### config.mk
export PLATFORM = sky130hd
export DESIGN_NAME = usb_dfu_flash_sequencer
export DESIGN_NICKNAME = d
export VERILOG_FILES = /design/src/rtl/usb_dfu_flash_sequencer.sv
export SDC_FILE = /design/constraint.sdc
export NUM_CORES = 1
export LEC_CHECK = 0
export ABC_CLOCK_PERIOD_IN_PS = 2780
export BUFFER_PORTS_ARGS = -buffer_cell sky130_fd_sc_hd__buf_2
export CORE_ASPECT_RATIO = 0.5
export CORE_MARGIN = 10
export CORE_UTILIZATION = 40
export CTS_CLUSTER_SIZE = 16
export DETAILED_ROUTE_END_ITERATION = 16
export GPL_ROUTABILITY_DRIVEN = 0
export PLACE_DENSITY_LB_ADDON = 0.05
export SLEW_MARGIN = 25
export SYNTH_ARGS = -nofsm -noshare
export SYNTH_HDL_FRONTEND = slang
export SYNTH_SLANG_ARGS = --single-unit
### constraint.sdc
create_clock -name clk -period 2.78 [get_ports clk]
set_input_delay 0.556 -clock clk [delete_from_list [all_inputs] [get_ports clk]]
set_output_delay 0.556 -clock clk [all_outputs]
set_load 0.05 [all_outputs]
### src/rtl/usb_dfu_flash_sequencer.sv
// usb_dfu_flash_sequencer
//   Drives usb_spiflash_bridge for the DFU class handler, one DFU block per
//   flash page. A block number is mapped to a flash page at BASE_PAGE.
//   rd/wr_request is held for exactly cmd_length bytes, and the sequencer
//   waits out the erase/program busy time. A DFU status code is returned for
//   every block.
//
// Ports
//   clk, reset_n           clock, synchronous active-low reset
//   cmd_valid/cmd_ready    block command handshake (ready only when idle)
//   cmd_dir                0 = download (write flash), 1 = upload (read flash)
//   cmd_block, cmd_length  DFU block number, bytes in block (0..PAGE_SIZE)
//   done, status           one-cycle completion pulse; status is held until
//                          the next done (0x0 OK, 0x3 errWRITE, 0x8 errADDRESS)
//   busy                   high whenever the sequencer is not idle
//   flash_*                control/handshake to and from the bridge
//
// Build option
//   USB_DFU_SEQ_CHECK_EN   enforces download ordering: a session must start on
//                          a sector-aligned page and then continue with
//                          consecutive blocks.

module usb_dfu_flash_sequencer #(
    parameter int unsigned PAGE_SIZE      = 256,
    parameter int unsigned SECTOR_PAGES   = 16,
    parameter logic [15:0] BASE_PAGE      = 16'h0280,
    parameter logic [15:0] IMAGE_PAGES    = 16'h0D80,
    parameter logic [23:0] TIMEOUT_CYCLES = 24'd4800000
) (
    input  logic        clk,
    input  logic        reset_n,
    input  logic        cmd_valid,
    output logic        cmd_ready,
    input  logic        cmd_dir,
    input  logic [15:0] cmd_block,
    input  logic [8:0]  cmd_length,
    output logic        done,
    output logic [3:0]  status,
    output logic        busy,
    output logic [15:0] flash_address,
    output logic        flash_rd_request,
    output logic        flash_wr_request,
    input  logic        flash_wr_busy,
    input  logic        flash_rd_data_put,
    input  logic        flash_wr_data_get
);

    typedef enum logic [2:0] {
        IDLE, CHECK, WR_XFER, WR_WAIT, RD_XFER, DRAIN, DONE
    } state_t;

    localparam logic [3:0] ST_OK        = 4'h0;
    localparam logic [3:0] ST_ERR_WRITE = 4'h3;
    localparam logic [3:0] ST_ERR_ADDR  = 4'h8;
    localparam logic [8:0] MAX_LEN      = 9'(PAGE_SIZE);

    state_t      state;
    logic        dir_q;
    logic [15:0] block_q;
    logic [8:0]  len_q;
    logic [8:0]  byte_cnt;
    logic [23:0] timer;
    logic        seen_busy;
    logic [15:0] page_sum;

    // 16-bit page address; it wraps if BASE_PAGE + block overflows.
    assign page_sum = BASE_PAGE + block_q;

`ifdef USB_DFU_SEQ_CHECK_EN
    logic        session_active;
    logic [15:0] last_block;
    logic        seq_ok;

    always_comb begin
        seq_ok = 1'b1;
        if (!session_active)
            seq_ok = ((32'(page_sum) % SECTOR_PAGES) == 32'd0);
        else
            seq_ok = (block_q == last_block + 16'd1);
    end
`endif

    always_ff @(posedge clk) begin
        if (!reset_n) begin
            state            <= IDLE;
            cmd_ready        <= 1'b1;
            done             <= 1'b0;
            status           <= ST_OK;
            busy             <= 1'b0;
            flash_address    <= '0;
            flash_rd_request <= 1'b0;
            flash_wr_request <= 1'b0;
            dir_q            <= 1'b0;
            block_q          <= '0;
            len_q            <= '0;
            byte_cnt         <= '0;
            timer            <= '0;
            seen_busy        <= 1'b0;
`ifdef USB_DFU_SEQ_CHECK_EN
            session_active   <= 1'b0;
            last_block       <= '0;
`endif
        end else begin
            done <= 1'b0;
            case (state)
                IDLE: begin
                    // cmd_ready is high only here, so cmd_valid alone is an accept.
                    if (cmd_valid) begin
                        dir_q     <= cmd_dir;
                        block_q   <= cmd_block;
                        // The bridge moves at most one page per request.
                        len_q     <= (cmd_length > MAX_LEN) ? MAX_LEN : cmd_length;
                        cmd_ready <= 1'b0;
                        busy      <= 1'b1;
                        state     <= CHECK;
                    end
                end
                CHECK: begin
                    byte_cnt  <= '0;
                    timer     <= '0;
                    seen_busy <= 1'b0;
                    if (len_q == 9'd0) begin
                        status <= ST_OK;
                        done   <= 1'b1;
                        state  <= DONE;
`ifdef USB_DFU_SEQ_CHECK_EN
                        session_active <= 1'b0;
`endif
                    end else if (block_q >= IMAGE_PAGES) begin
                        status <= ST_ERR_ADDR;
                        done   <= 1'b1;
                        state  <= DONE;
`ifdef USB_DFU_SEQ_CHECK_EN
                        session_active <= 1'b0;
                    end else if (!dir_q && !seq_ok) begin
                        status <= ST_ERR_ADDR;
                        done   <= 1'b1;
                        state  <= DONE;
                        session_active <= 1'b0;
`endif
                    end else begin
                        flash_address <= page_sum;
                        if (dir_q) begin
                            flash_rd_request <= 1'b1;
                            state            <= RD_XFER;
`ifdef USB_DFU_SEQ_CHECK_EN
                            session_active   <= 1'b0;
`endif
                        end else begin
                            flash_wr_request <= 1'b1;
                            state            <= WR_XFER;
                        end
                    end
                end
                WR_XFER: begin
                    timer <= timer + 24'd1;
                    // Busy may already rise while the last bytes are moving.
                    if (flash_wr_busy)
                        seen_busy <= 1'b1;
                    if (flash_wr_data_get) begin
                        byte_cnt <= byte_cnt + 9'd1;
                        if (byte_cnt + 9'd1 == len_q) begin
                            flash_wr_request <= 1'b0;
                            timer            <= '0;
                            state            <= WR_WAIT;
                        end
                    end
                    if (timer == TIMEOUT_CYCLES && !(flash_wr_data_get && byte_cnt + 9'd1 == len_q)) begin
                        flash_wr_request <= 1'b0;
                        state            <= DRAIN;
`ifdef USB_DFU_SEQ_CHECK_EN
                        session_active   <= 1'b0;
`endif
                    end
                end
                WR_WAIT: begin
                    timer <= timer + 24'd1;
                    if (flash_wr_busy)
                        seen_busy <= 1'b1;
                    if (seen_busy && !flash_wr_busy) begin
                        status <= ST_OK;
                        done   <= 1'b1;
                        state  <= DONE;
`ifdef USB_DFU_SEQ_CHECK_EN
                        session_active <= 1'b1;
                        last_block     <= block_q;
`endif
                    end else if (timer == TIMEOUT_CYCLES) begin
                        state <= DRAIN;
`ifdef USB_DFU_SEQ_CHECK_EN
                        session_active <= 1'b0;
`endif
                    end
                end
                RD_XFER: begin
                    timer <= timer + 24'd1;
                    if (flash_rd_data_put && byte_cnt + 9'd1 == len_q) begin
                        byte_cnt         <= byte_cnt + 9'd1;
                        flash_rd_request <= 1'b0;
                        status           <= ST_OK;
                        done             <= 1'b1;
                        state            <= DONE;
                    end else if (timer == TIMEOUT_CYCLES) begin
                        flash_rd_request <= 1'b0;
                        state            <= DRAIN;
`ifdef USB_DFU_SEQ_CHECK_EN
                        session_active   <= 1'b0;
`endif
                    end else if (flash_rd_data_put) begin
                        byte_cnt <= byte_cnt + 9'd1;
                    end
                end
                DRAIN: begin
                    // Let any erase/program in flight finish before reporting.
                    if (!flash_wr_busy) begin
                        status <= ST_ERR_WRITE;
                        done   <= 1'b1;
                        state  <= DONE;
                    end
                end
                DONE: begin
                    cmd_ready <= 1'b1;
                    busy      <= 1'b0;
                    state     <= IDLE;
                end
                default: state <= IDLE;
            endcase
        end
    end

endmodule

Word-level counts from Yosys, hierarchy flattened. Index checks and enable logic that the tools add are counted.

Add/subtract/negate cells: 3. Mux-type cells: 52. Magnitude comparators: 2. Bitwise gates (word level): 2. Equal/unequal tests: 24. Reduce and logical (&&, ||, !) cells: 26.

Operator list (count): $pmux W24 S3 (1); $mux W24 (2); $mux W9 (5); $mux W3 (11); $pmux W9 S3 (1); $add A24 B1 Y24 const B (1); $eq A24 B23 Y1 const B (1); $mux W4 (5); $mux W1 (19); $ne A2 B2 Y1 const B (9); $ne A3 B3 Y1 const B (6); $pmux W3 S6 (1); $add A10 B16 Y16 const A (1); $ge A16 B12 Y1 const B (1); $pmux W4 S4 (1); $pmux W1 S2 (5); $reduce_and A5 Y1 (2); $add A9 B1 Y9 const B (1); $eq A3 B3 Y1 const B (3); $eq A9 B9 Y1 (1); $gt A9 B9 Y1 const B (1); $logic_not A9 Y1 (1); $reduce_and A4 Y1 (2); $reduce_bool A2 Y1 (4); other kinds (14) (24).

Output and inout port bits: 25. Logic and storage cells: 123. Register bits: 88. Input bits: 32.

Depth between registers and ports, before layout.
Depth after elaboration: 7. Mapped depth: 9. Mapped depth without buffers: 8.

Least setup slack after synthesis. No wires, ideal clock.

Path kind: flip-flop to flip-flop. Start point: reg byte_cnt[0]. End point: reg byte_cnt[2]. Setup slack: 475 ps. Buffers on the path: 1. Clock period less this slack: 2305 ps. Library setup time: 117 ps. Required time: 2663 ps. Stages on the path, launching flop included: 10. Data arrival time: 2188 ps. Cell sequence: dfxtp_1 -> ha_1 -> xor2_1 -> o2111ai_1 -> o21ai_1 -> nor4_4 -> and3_1 -> buf_2 -> o221ai_1 -> a32o_1.

Longest elaborated chain between the ends: 5. Elaborated cells between the ends (all ways): 11. Those cells by class: 1 x add/sub; 3 x eq/ne; 5 x mux; 2 x reduce/logical.

RTL lines: from (decl) (RTL line 61) `logic [8:0] byte_cnt;`; from (signal assigned) (RTL line 161) `byte_cnt <= byte_cnt + 9'd1;`; from (signal assigned) (RTL line 198) `byte_cnt <= byte_cnt + 9'd1;`; from (signal assigned) (RTL line 210) `byte_cnt <= byte_cnt + 9'd1;`; $add A9 B1 Y9 (*); $eq A9 B9 Y1 / $mux W9 (equally long branches) (RTL line 197, 209); $logic_and A1 B1 Y1 / $mux W9 (equally long branches) (RTL line 197, 203); $ne A3 B3 Y1 (no line) / $mux W9 (equally long branches); $reduce_and A4 Y1 (no line) / $pmux W9 S3 (equally long branches).

Every way passes the cells marked *; elsewhere a longest branch is shown, timed or not. The select of a mux whose other input is x is not followed. A chain may end at the register's enable or synchronous reset.

Worst setup path after layout.
Start point: reg byte_cnt[0]. End point: reg byte_cnt[6].

Same word-level chain as after synthesis.

==> results.json <==
{
  "multi_input_area_sq_um": 2384,
  "antenna_found_initial": 0,
  "drt_wl_total_um": 10900,
  "cap_violations": 0,
  "cp_cell_sequence": "ha_1 -> nand3_1 -> or3_1 -> nand4b_1 -> nand2_1 -> and3_2 -> o211a_4 -> a32o_1",
  "crit_arrival_ns": 2.74,
  "firstDrtPassIters": 4,
  "layout.nets": 612,
  "cp_max_fo": 12,
  "drive_gt1_share_pct": 15.83,
  "rsz0062_at_grt": "false",
  "regToRegSetupSlack_ns": 0.27,
  "peakVddDrop_v": 0.0003313,
  "synth_cells": 527,
  "cp_num_buf_inv": 0,
  "outcome": "complete, no violations",
  "clk_pin_slew_ns": 0.07,
  "timing.hold.ws_ns": 0.4554,
  "dp_hpwl_um": 7712,
  "final_util_pct": 48.75,
  "grt_pass1_wl_um": 18660,
  "r2r-start": "byte_cnt[0]$_SDFFE_PN0P_",
  "layout_setup_ws_ns": 0.2693,
  "wl_per_cell_um": 15.11,
  "via_count": 3751,
  "avgSynthCellArea_sq_um": 8.117,
  "max_freq_mhz": 398.3,
  "skew_ns": 0.01057,
  "ioPinCount": 57,
  "cts.sinks": 86,
  "ys_seq_elements": 86,
  "postCtsHoldBufs": 0,
  "rr_endpoint": "byte_cnt[6]$_SDFFE_PN0P_",
  "netlist-cell-type-count": 60,
  "top_layer_used": "met4",
  "vias_per_cell": 5.202,
  "final_cell_area_sq_um": 5027,
  "start_util_pct": 41.48,
  "wl_met2_um": 4438,
  "hold_violations": 0,
  "overflow": 0,
  "layout.area.seq_sq_um": 1722,
  "min_to": "block_q[0]$_SDFFE_PN0P_",
  "ys.flop_type": "dfxtp_1",
  "grtUsageTotal_pct": 14.25,
  "n_antenna_cell": 0,
  "crit_type": "register to register",
  "area.growth.synth_to_final_pct": 17.52,
  "synth_seq_area_share_pct": 40.25,
  "start_kind": "register",
  "die_h_um": 93.13,
  "clockBufferDepth": 2,
  "syn_area_sq_um": 4278,
  "cp_top_family": "simple AND/OR/NAND/NOR gates",
  "wl_met1_um": 5721,
  "synth_nets": 563,
  "setup_viol": 0,
  "portBuffers": 55,
  "fillers": 1054,
  "cp.required_ns": 3.01,
  "hp-start": "cmd_block[0]",
  "slowest_stage": "dfxtp_1",
  "synthArstFlopShare_pct": 0,
  "report.final.slew_viol_count": 0,
  "end_kind": "register",
  "met3WireLength_um": 608,
  "core_area_sq_um": 10310,
  "worst_pin_slew_ns": 0.6537,
  "p_leak_nw": 1.926,
  "slowest_delay_ns": 0.44,
  "hp-class": "input port to register",
  "cts_root_buffer": "clkbuf_16",
  "slew_headroom_pct": 56.02,
  "setup_tns_ns": 0,
  "cts-buffers-inserted": 9,
  "grt_pass1_vias": 3643,
  "power.density_nw_per_um2": 872.0,
  "fin_crit_sh_pct": 90.31,
  "die_area_sq_um": 15480,
  "clk_latency_ns": 0.34,
  "postCtsSetupBuffers": 0,
  "place_ws_ns": 0.2428,
  "ctsHtreeMaxLevel": 3,
  "die_x_um": 166.3,
  "hold_depth": 3,
  "ctsResizeCount": 0,
  "ff2ff_path_depth": 8,
  "rows": 26,
  "final_cells": 721,
  "drt_iter0_markers": 268,
  "grt_max_degree": 67,
  "drc": 0,
  "synth_warnings": 0,
  "p_total_mw": 4.384,
  "detail-route-antenna-nets": 0,
  "placed_area_sq_um": 4705,
  "dpl.cell_count": 705,
  "period_minus_slack_ns": 2.511,
  "synth_edf_count": 0,
  "cts_tree": "yes"
}
## registers in the layout, summed over array words and instances (netlist names)
| signal | flops |
|---|---|
| dir_q | 1 |
| len_q | 9 |
| flash_rd_request | 1 |
| cmd_ready | 1 |
| status | 2 |
| block_q | 16 |
| timer | 24 |
| seen_busy | 1 |
| done | 1 |
| flash_wr_request | 1 |
| byte_cnt | 9 |
| state | 3 |
| busy | 1 |
| flash_address | 16 |
## worst reg2reg max path: stages, from the launching register on
cell,delay (ns)
dfxtp_1,0.44
ha_1,0.32
nand3_1,0.17
or3_1,0.39
nand4b_1,0.10
nand2_1,0.13
and3_2,0.33
o211a_4,0.30
a32o_1,0.22
## kinds of logic after synthesis
| group | share of synthesized area [%] |
|---|---|
| AND/OR/NAND/NOR | 27.26 |
| AO/OA/AOI/OAI | 19.07 |
| flip-flops | 40.25 |
| buffers and inverters | 4.124 |
| XOR/XNOR | 7.575 |
| adder cells (fa/ha/maj) | 1.170 |
| multiplexers | 0.4680 |
| other | 0.08766 |
## how the worst max path moves through the flow
stage	from	end	slack [ns]	cells after the start
2_1_floorplan	byte_cnt[0]$_SDFFE_PN0P_	byte_cnt[2]$_SDFFE_PN0P_	0.47	9
4_1_cts	byte_cnt[0]$_SDFFE_PN0P_	byte_cnt[6]$_SDFFE_PN0P_	0.22	8
6_report	byte_cnt[0]$_SDFFE_PN0P_	byte_cnt[6]$_SDFFE_PN0P_	0.27	8
3_5_place_dp	byte_cnt[0]$_SDFFE_PN0P_	byte_cnt[6]$_SDFFE_PN0P_	0.24	8
5_1_grt	byte_cnt[0]$_SDFFE_PN0P_	byte_cnt[4]$_SDFFE_PN0P_	0.07	8
3_3_place_gp	byte_cnt[0]$_SDFFE_PN0P_	byte_cnt[2]$_SDFFE_PN0P_	0.28	8
## layout by cell type (no fill, tap or decap), types with 7 or more instances in the layout
cell type,synthesis,layout
nand3b_1,9,9
a21oi_1,19,19
xnor2_1,16,16
clkbuf_16,0,9
inv_1,10,10
nand3_1,25,25
dfxtp_1,86,86
nand2_1,104,104
o21ai_0,11,11
o211ai_1,7,7
and3_1,12,11
xor2_1,21,21
nor2_1,40,39
a21boi_0,40,40
nor3_1,11,11
buf_2,3,55
buf_4,2,15
## synthesized netlist by cell type (3+ instances only)
cell type  count  area (sq um)
buf_2          3         15.01
o221ai_1       3         26.28
ha_1           4         50.05
buf_1          3         11.26
xnor2_1       16         140.1
nor4_1         6         37.54
nor3b_1        4         30.03
inv_1         10         37.54
clkbuf_1      23         86.33
o21ai_1        3         15.01
dfxtp_1       86          1722
nor2_1        40         150.1
nor3_1        11         55.05
and3_1        12         75.07
nor2b_1        3         18.77
o21ai_0       11         55.05
nand4_1        6         37.54
xor2_1        21         183.9
nand3b_1       9         67.56
or3_1          4         25.02
a21oi_1       19         95.09
a32o_1         6         60.06
nand3_1       25         125.1
and3b_1        3         26.28
o211ai_1       7         52.55
nand2_1      104         390.4
a21boi_0      40         300.3
a31oi_1        4         25.02
## per-layer routing
metal / GRT usage (%) / vias to the layer above
met3: 4.637 / 12
met1: 19.39 / 1735
met4: 4.215 / 0
met5: 0 / -
met2: 20.99 / 73
li1: - / 1931
## report_power, final
group | internal (mW) | switching, mW | total (mW)
combinational | 0.528 | 1.03 | 1.55
clock | 0.794 | 0.510 | 1.30
sequential | 1.38 | 0.144 | 1.53
total | 2.70 | 1.68 | 4.38
## layout make-up
cell class / instances / area share [%]
inverter: 10 / 0.7466
clock inverter: 6 / 1.842
multi-input combinational: 399 / 47.41
timing repair buffer: 70 / 7.715
sequential: 86 / 34.25
clock buffer: 10 / 4.555
tap: 140 / 3.484
(Power assumes the default switching activity.)
